### src/rtl/pc_stack.sv
// pc_stack: parametrised program counter with a hardware return-address stack.
// One action per edge, priority clear > load > call > ret > inc > hold.
module pc_stack #(
  parameter int WIDTH = 16,
  parameter int DEPTH = 8,
  parameter int STEP  = 1
) (
  input  logic                       clk,
  input  logic                       reset_n,
  input  logic [WIDTH-1:0]           in,
  input  logic                       clear,
  input  logic                       load,
  input  logic                       inc,
  input  logic                       call,
  input  logic                       ret,
  output logic [WIDTH-1:0]           out,
  output logic [$clog2(DEPTH+1)-1:0] depth,
  output logic                       empty,
  output logic                       full,
  output logic                       overflow,
  output logic                       underflow
);
  localparam int DW = $clog2(DEPTH + 1);
  localparam int AW = (DEPTH > 1) ? $clog2(DEPTH) : 1;
  localparam logic [WIDTH-1:0] STEP_W  = WIDTH'(STEP);
  localparam logic [DW-1:0]    DEPTH_W = DW'(DEPTH);

  typedef enum logic [2:0] {
    ACT_HOLD,
    ACT_CLEAR,
    ACT_LOAD,
    ACT_CALL,
    ACT_RET,
    ACT_INC
  } act_t;

  act_t             act;
  logic [WIDTH-1:0] out_reg, out_next;
  logic [DW-1:0]    depth_reg, depth_next;
  logic             ovf_reg, ovf_next;
  logic             unf_reg, unf_next;
  logic             push_en, pop_en;
  logic [AW-1:0]    wr_addr, rd_addr;
  logic [WIDTH-1:0] stack_mem [DEPTH];

  assign empty     = (depth_reg == '0);
  assign full      = (depth_reg == DEPTH_W);
  assign out       = out_reg;
  assign depth     = depth_reg;
  assign overflow  = ovf_reg;
  assign underflow = unf_reg;
  assign wr_addr   = AW'(depth_reg);
  assign rd_addr   = AW'(depth_reg - DW'(1));

  always_comb begin
    act = ACT_HOLD;
    if (clear)     act = ACT_CLEAR;
    else if (load) act = ACT_LOAD;
    else if (call) act = ACT_CALL;
    else if (ret)  act = ACT_RET;
    else if (inc)  act = ACT_INC;
  end

  always_comb begin
    out_next   = out_reg;
    depth_next = depth_reg;
    ovf_next   = ovf_reg;
    unf_next   = unf_reg;
    push_en    = 1'b0;
    pop_en     = 1'b0;
    case (act)
      ACT_CLEAR: begin
        out_next   = '0;
        depth_next = '0;
        ovf_next   = 1'b0;
        unf_next   = 1'b0;
      end
      ACT_LOAD: out_next = in;
      ACT_CALL: begin
        // The jump happens even when the push has to be dropped.
        out_next = in;
        if (full) begin
          ovf_next = 1'b1;
        end else begin
          push_en    = 1'b1;
          depth_next = depth_reg + DW'(1);
        end
      end
      ACT_RET: begin
        if (empty) begin
          unf_next = 1'b1;
        end else begin
          pop_en     = 1'b1;
          depth_next = depth_reg - DW'(1);
        end
      end
      ACT_INC: out_next = out_reg + STEP_W;
      default: ;
    endcase
  end

  // A pop reads the stack straight into the PC register (registered read).
  always_ff @(posedge clk or negedge reset_n) begin
    if (!reset_n) begin
      out_reg   <= '0;
      depth_reg <= '0;
      ovf_reg   <= 1'b0;
      unf_reg   <= 1'b0;
    end else begin
      if (pop_en) out_reg <= stack_mem[rd_addr];
      else        out_reg <= out_next;
      depth_reg <= depth_next;
      ovf_reg   <= ovf_next;
      unf_reg   <= unf_next;
    end
  end

  // Stack contents are not reset; writes are suppressed while reset is held.
  always_ff @(posedge clk) begin
    if (push_en && reset_n) stack_mem[wr_addr] <= out_reg + STEP_W;
  end

endmodule

### config.mk
export PLATFORM = sky130hd
export DESIGN_NAME = pc_stack
export DESIGN_NICKNAME = d
export VERILOG_FILES = /design/src/rtl/pc_stack.sv
export SDC_FILE = /design/constraint.sdc
export NUM_CORES = 1
export LEC_CHECK = 0
export ABC_AREA = 1
export CAP_MARGIN = 5
export CORE_ASPECT_RATIO = 0.8
export CORE_MARGIN = 4
export CORE_UTILIZATION = 61
export CTS_BUF_LIST = sky130_fd_sc_hd__clkbuf_4
export DETAILED_ROUTE_END_ITERATION = 6
export PLACE_DENSITY = 0.8
export SLEW_MARGIN = 20
export SYNTH_ARGS = -nofsm -noshare
export SYNTH_HDL_FRONTEND = slang
export SYNTH_SLANG_ARGS = --single-unit
### constraint.sdc
create_clock -name clk -period 4.1 [get_ports clk]
set_input_delay 0.82 -clock clk [delete_from_list [all_inputs] [get_ports clk]]
set_output_delay 0.82 -clock clk [all_outputs]
set_load 0.05 [all_outputs]
After elaboration in Yosys (flattened, before gate mapping) --
Memories as Yosys holds them, arrays and structs flattened. Cells that the tools add are included.
Word-level totals: register bits 22, latch bits 0, memory bits (writable) 128, ROM bits 0, output and inout port bits 24, word-level logic and storage cells 48, memories 1
Memory list:
- stack_mem | words 8, bits a word 16, read ports 1, clocked after Yosys merged registers in 0, wr ports 1, RTL line 44 | logic [WIDTH-1:0] stack_mem [DEPTH];
Operators by class: add/sub/neg operators 3, $mul 0, divide/modulo/power cells 0, order comparisons 0, equal/unequal tests 10, shift operators 0, muxes and demuxes 20, bitwise logic cells 0, reduce and logical (&&, ||, !) cells 10
Operators by type and width (count):
- $pmux 16 s3 | 1
- $add 16x1->16 const B | 1
- $mux 16 | 1
- $mux 3 | 5
- $pmux 4 s3 | 1
- $mux 1 | 8
- $mux 4 | 2
- $ne 2x2->1 const B | 4
- $eq 3x2->1 const B | 2
- $eq 3x3->1 const B | 2
- $add 4x1->4 const B | 1
- $eq 4x4->1 const B | 1
- $logic_not 4->1 | 1
- $pmux 1 s2 | 2
- $reduce_and 2->1 | 2
- $reduce_bool 2->1 | 2
- $reduce_bool 4->1 | 1
- $sub 4x1->4 const B | 1
- $eq 3x1->1 const B | 1
- $reduce_and 3->1 | 1
- $reduce_bool 3->1 | 1
- $reduce_or 2->1 | 1
- $logic_and 1x1->1 | 1

Logic depth before layout (Yosys ltp) --
depth after elaboration 10, depth in mapped cells 12

Worst setup path after synthesis --
Ideal clock, no wire load.
path type reg2reg, start point reg depth_reg[0] (netlist: depth[0]), end point mem stack_mem[6][0] (enable), library setup time 0.409 ns, arrival time 3.045 ns, required time 3.691 ns, slack 0.645 ns, cell stages (with the launch flop) 11, clock period less this slack 3.455 ns, cells stage by stage dfrtp_1 buf_2 inv_2 buf_6 buf_2 ha_1 nand2_2 o21ai_1 nor2_1 nand2_1 nor3_1
Between the ends: word-level cells in the longest chain between the ends 6
Ends and longest elaborated chain:
- start: declaration | RTL line 39 | logic [DW-1:0] depth_reg, depth_next;
- start signal: assignment | RTL line 112 | depth_reg <= depth_next;
- $eq 4x4->1 | RTL line 47 | assign full = (depth_reg == DEPTH_W);
- $mux 1 | RTL line 82 | if (full) begin
- $mux 1 | RTL line 71 | case (act)
- $logic_and 1x1->1 | RTL line 120 | if (push_en && reset_n) stack_mem[wr_addr] <= out_reg + STEP_W;
- $mux 1 | RTL line 120
- $mux 1 (not written as such) | RTL line 120
- end: declaration | RTL line 44
Parallel ways exist; a longest one is shown, timed or not.

Worst setup path after layout --
start point reg depth_reg[2] (netlist: depth[2]), end point out depth[2]
RTL lines:
- end: declaration | RTL line 17 | output logic [$clog2(DEPTH+1)-1:0] depth,
No word-level cell between the ends.

==> results.json <==
{
  "grt-ovfl-total": 0,
  "yosysWarnings": 0,
  "syn_area_per_cell_um2": 9.96,
  "worst_slew_pin_slew_ns": 0.990,
  "drtIter0Drc": 569,
  "power_density_nw_per_um2": 409,
  "placed_area_um2": 7610,
  "max_cap_viol_count": 0,
  "worst-setup-path-type": "flip-flop to output port",
  "layout.nets": 782,
  "vias": 5227,
  "cts_buffer_depth": 2,
  "slew_headroom": 0.337,
  "hold_viol": 0,
  "grt_max_degree": 69,
  "drv_slew": 0,
  "hold_class": "flip-flop to flip-flop",
  "cts_buffers": 17,
  "post-dp-hpwl_um": 10700,
  "worst-path-buf-inv": 1,
  "postCtsHoldBufs": 0,
  "drive_gt1_frac": 0.118,
  "endpoint_kind": "output port",
  "cts.repair.resized": 0,
  "fmax_mhz": 345,
  "ioPinCount": 47,
  "io_buffer_count": 46,
  "wirelength_um": 15900,
  "areaGrowthSynthToFinish_pct": 12.7,
  "ys.flop_type": "edfxtp_1",
  "final_cell_mix": "nand2_1 (141), edfxtp_1 (128), nor2_1 (108), nand3_1 (85), inv_1 (61)",
  "htree_levels": 4,
  "syn-cell-area_um2": 7030,
  "cts_setup_buffers": 0,
  "wl_per_cell_um": 17.5,
  "fin_crit_sh": 0.707,
  "p_leak_nw": 3.14,
  "drtPass1Iterations": 5,
  "synth-seq-cells": 150,
  "syn-instance-count": 706,
  "grt_pass1_vias": 4967,
  "grtUsageTotal": 0.246,
  "tns_ns": 0,
  "ys_seq_area_frac": 0.625,
  "slowest_stage": "clkdlybuf4s50_1",
  "rows": 34,
  "die_y_um": 104,
  "setup-violations-final": 0,
  "min_path_cells": 2,
  "diodes": 0,
  "synth_edf_count": 128,
  "post-route-drc-count": 0,
  "synthArstFlopShare": 0.147,
  "clk_latency_ns": 0.54,
  "yosys.area.top_type": "edfxtp_1",
  "final_common_cell": "nand2_1",
  "antenna_found_initial": 0,
  "outcome": "completed",
  "path_cells": "clkdlybuf4s50_1",
  "grt_first_pass_wirelength_um": 25600,
  "vdd_drop_max_mv": 0.480,
  "ys_types": 34,
  "crit_arrival_ns": 2.08,
  "reg2reg_depth": 8,
  "syn-num-nets": 732,
  "fin_crit_ns": 2.90,
  "ys_top_cells_by_area": "edfxtp_1 (55%), dfrtp_1 (7.8%), nand2_1 (7.5%), nand3_1 (6.1%), nor2_1 (5.8%)",
  "rsz0062_at_grt": "no",
  "required_ns": 3.28,
  "die_x_um": 128,
  "initial_core_util": 0.636,
  "dieArea_um2": 13300,
  "cts_tree": "built",
  "path_depth": 1,
  "final_cell_area_um2": 7920,
  "root_buffer": "clkbuf_4",
  "netlist.area_leader.share": 0.547,
  "slowest_delay_ns": 0.89,
  "crit_fanout": 9,
  "clk_pin_slew_ns": 0.13,
  "ant_nets": 0,
  "clock-sinks": 150,
  "crit_family": "buffers and inverters",
  "finalClockSkew_ns": 0.0248,
  "gp_congestion": 0.976,
  "critPathLaunchType": "flip-flop",
  "design.core.area_um2": 11100,
  "largest_register_ffs": 128,
  "viasPerCell": 5.73
}
## final cells by class
type,instances,area (um^2)
Sequential cell,150,4400
Clock buffer,18,135
Clock inverter,14,176
Inverter,75,282
Tap cell,144,180
Fill cell,773,3140
Multi-Input combinational cell,454,2210
Timing Repair Buffer,58,546
## worst min-delay path, cell delays in order (launching register included)
cell and delay, ns:
dfrtp_1 0.36, nand2_1 0.05, nand2_1 0.05
## synthesized netlist by cell type, types with 3 or more instances
master / n
nand4_1: 11
buf_2: 13
nand3_1: 85
buf_6: 4
ha_1: 3
nor3_1: 3
nor2_2: 3
inv_1: 61
edfxtp_1: 128
o211ai_2: 5
nand3_2: 13
clkbuf_1: 7
nor2_1: 108
o21ai_0: 36
and2_1: 10
nand2_1: 141
dfrtp_1: 22
inv_2: 14
o21ai_1: 18
## path summary, 6_finish.rpt
path / startpoint / to / slack (ns)
worst max-delay path: depth[2]$_DFFE_PN0P_ / depth[2] / 1.20
worst min-delay path: underflow$_DFFE_PN0P_ / underflow$_DFFE_PN0P_ / 0.50
worst max register to register: depth[1]$_DFFE_PN0P_ / stack_mem[4][5]$_DFFE_PP_ / 1.55
worst min register to register: underflow$_DFFE_PN0P_ / underflow$_DFFE_PN0P_ / 0.50
max in group asynchronous: reset_n / depth[0]$_DFFE_PN0P_ / 3.17
min in group asynchronous: reset_n / depth[2]$_DFFE_PN0P_ / 0.68
## layer usage
metal | vias up | track usage | share of wire
met3 | 28 | 0.0493 | 0.068
met5 | - | 0 | 0
li1 | 2476 | - | -
met4 | 0 | 0.0765 | 0.020
met1 | 2488 | 0.341 | 0.42
met2 | 235 | 0.395 | 0.49
## cell families (layout without fill, tap and decap cells)
kind of cell | count (synthesis) | in the layout | share of synthesized area
AOI/OAI and AO/OA | 63 | 63 | 0.0514
xor gates and xnor gates | 5 | 5 | 0.00837
adders and majority gates | 3 | 3 | 0.00534
buffers and inverters | 102 | 165 | 0.0621
DFF | 150 | 150 | 0.625
and+or+nand+nor | 383 | 383 | 0.248
## report_power, final
| part | switching, mW | internal (mW) | total (mW) |
|---|---|---|---|
| clock | 0.538 | 0.435 | 0.974 |
| sequential | 0.0310 | 1.69 | 1.73 |
| combinational | 0.377 | 0.165 | 0.542 |
| total | 0.946 | 2.29 | 3.24 |
## stage by stage
step / cells / hold slack [ns] / setup slack (ns) / total power, mW / utilization
floorplan: 706 / 0.524 / 0.645 / 2.14 / -
global placement: 881 / 0.469 / 1.15 / 2.28 / 0.688
detailed placement: 881 / 0.465 / 1.04 / 2.30 / 0.688
CTS: 913 / 0.497 / 1.18 / 3.25 / 0.716
global route: 913 / 0.517 / 1.07 / 3.38 / 0.716
finish: 913 / 0.497 / 1.20 / 3.24 / 0.716
No activity file was read; power rests on OpenSTA's default activity.
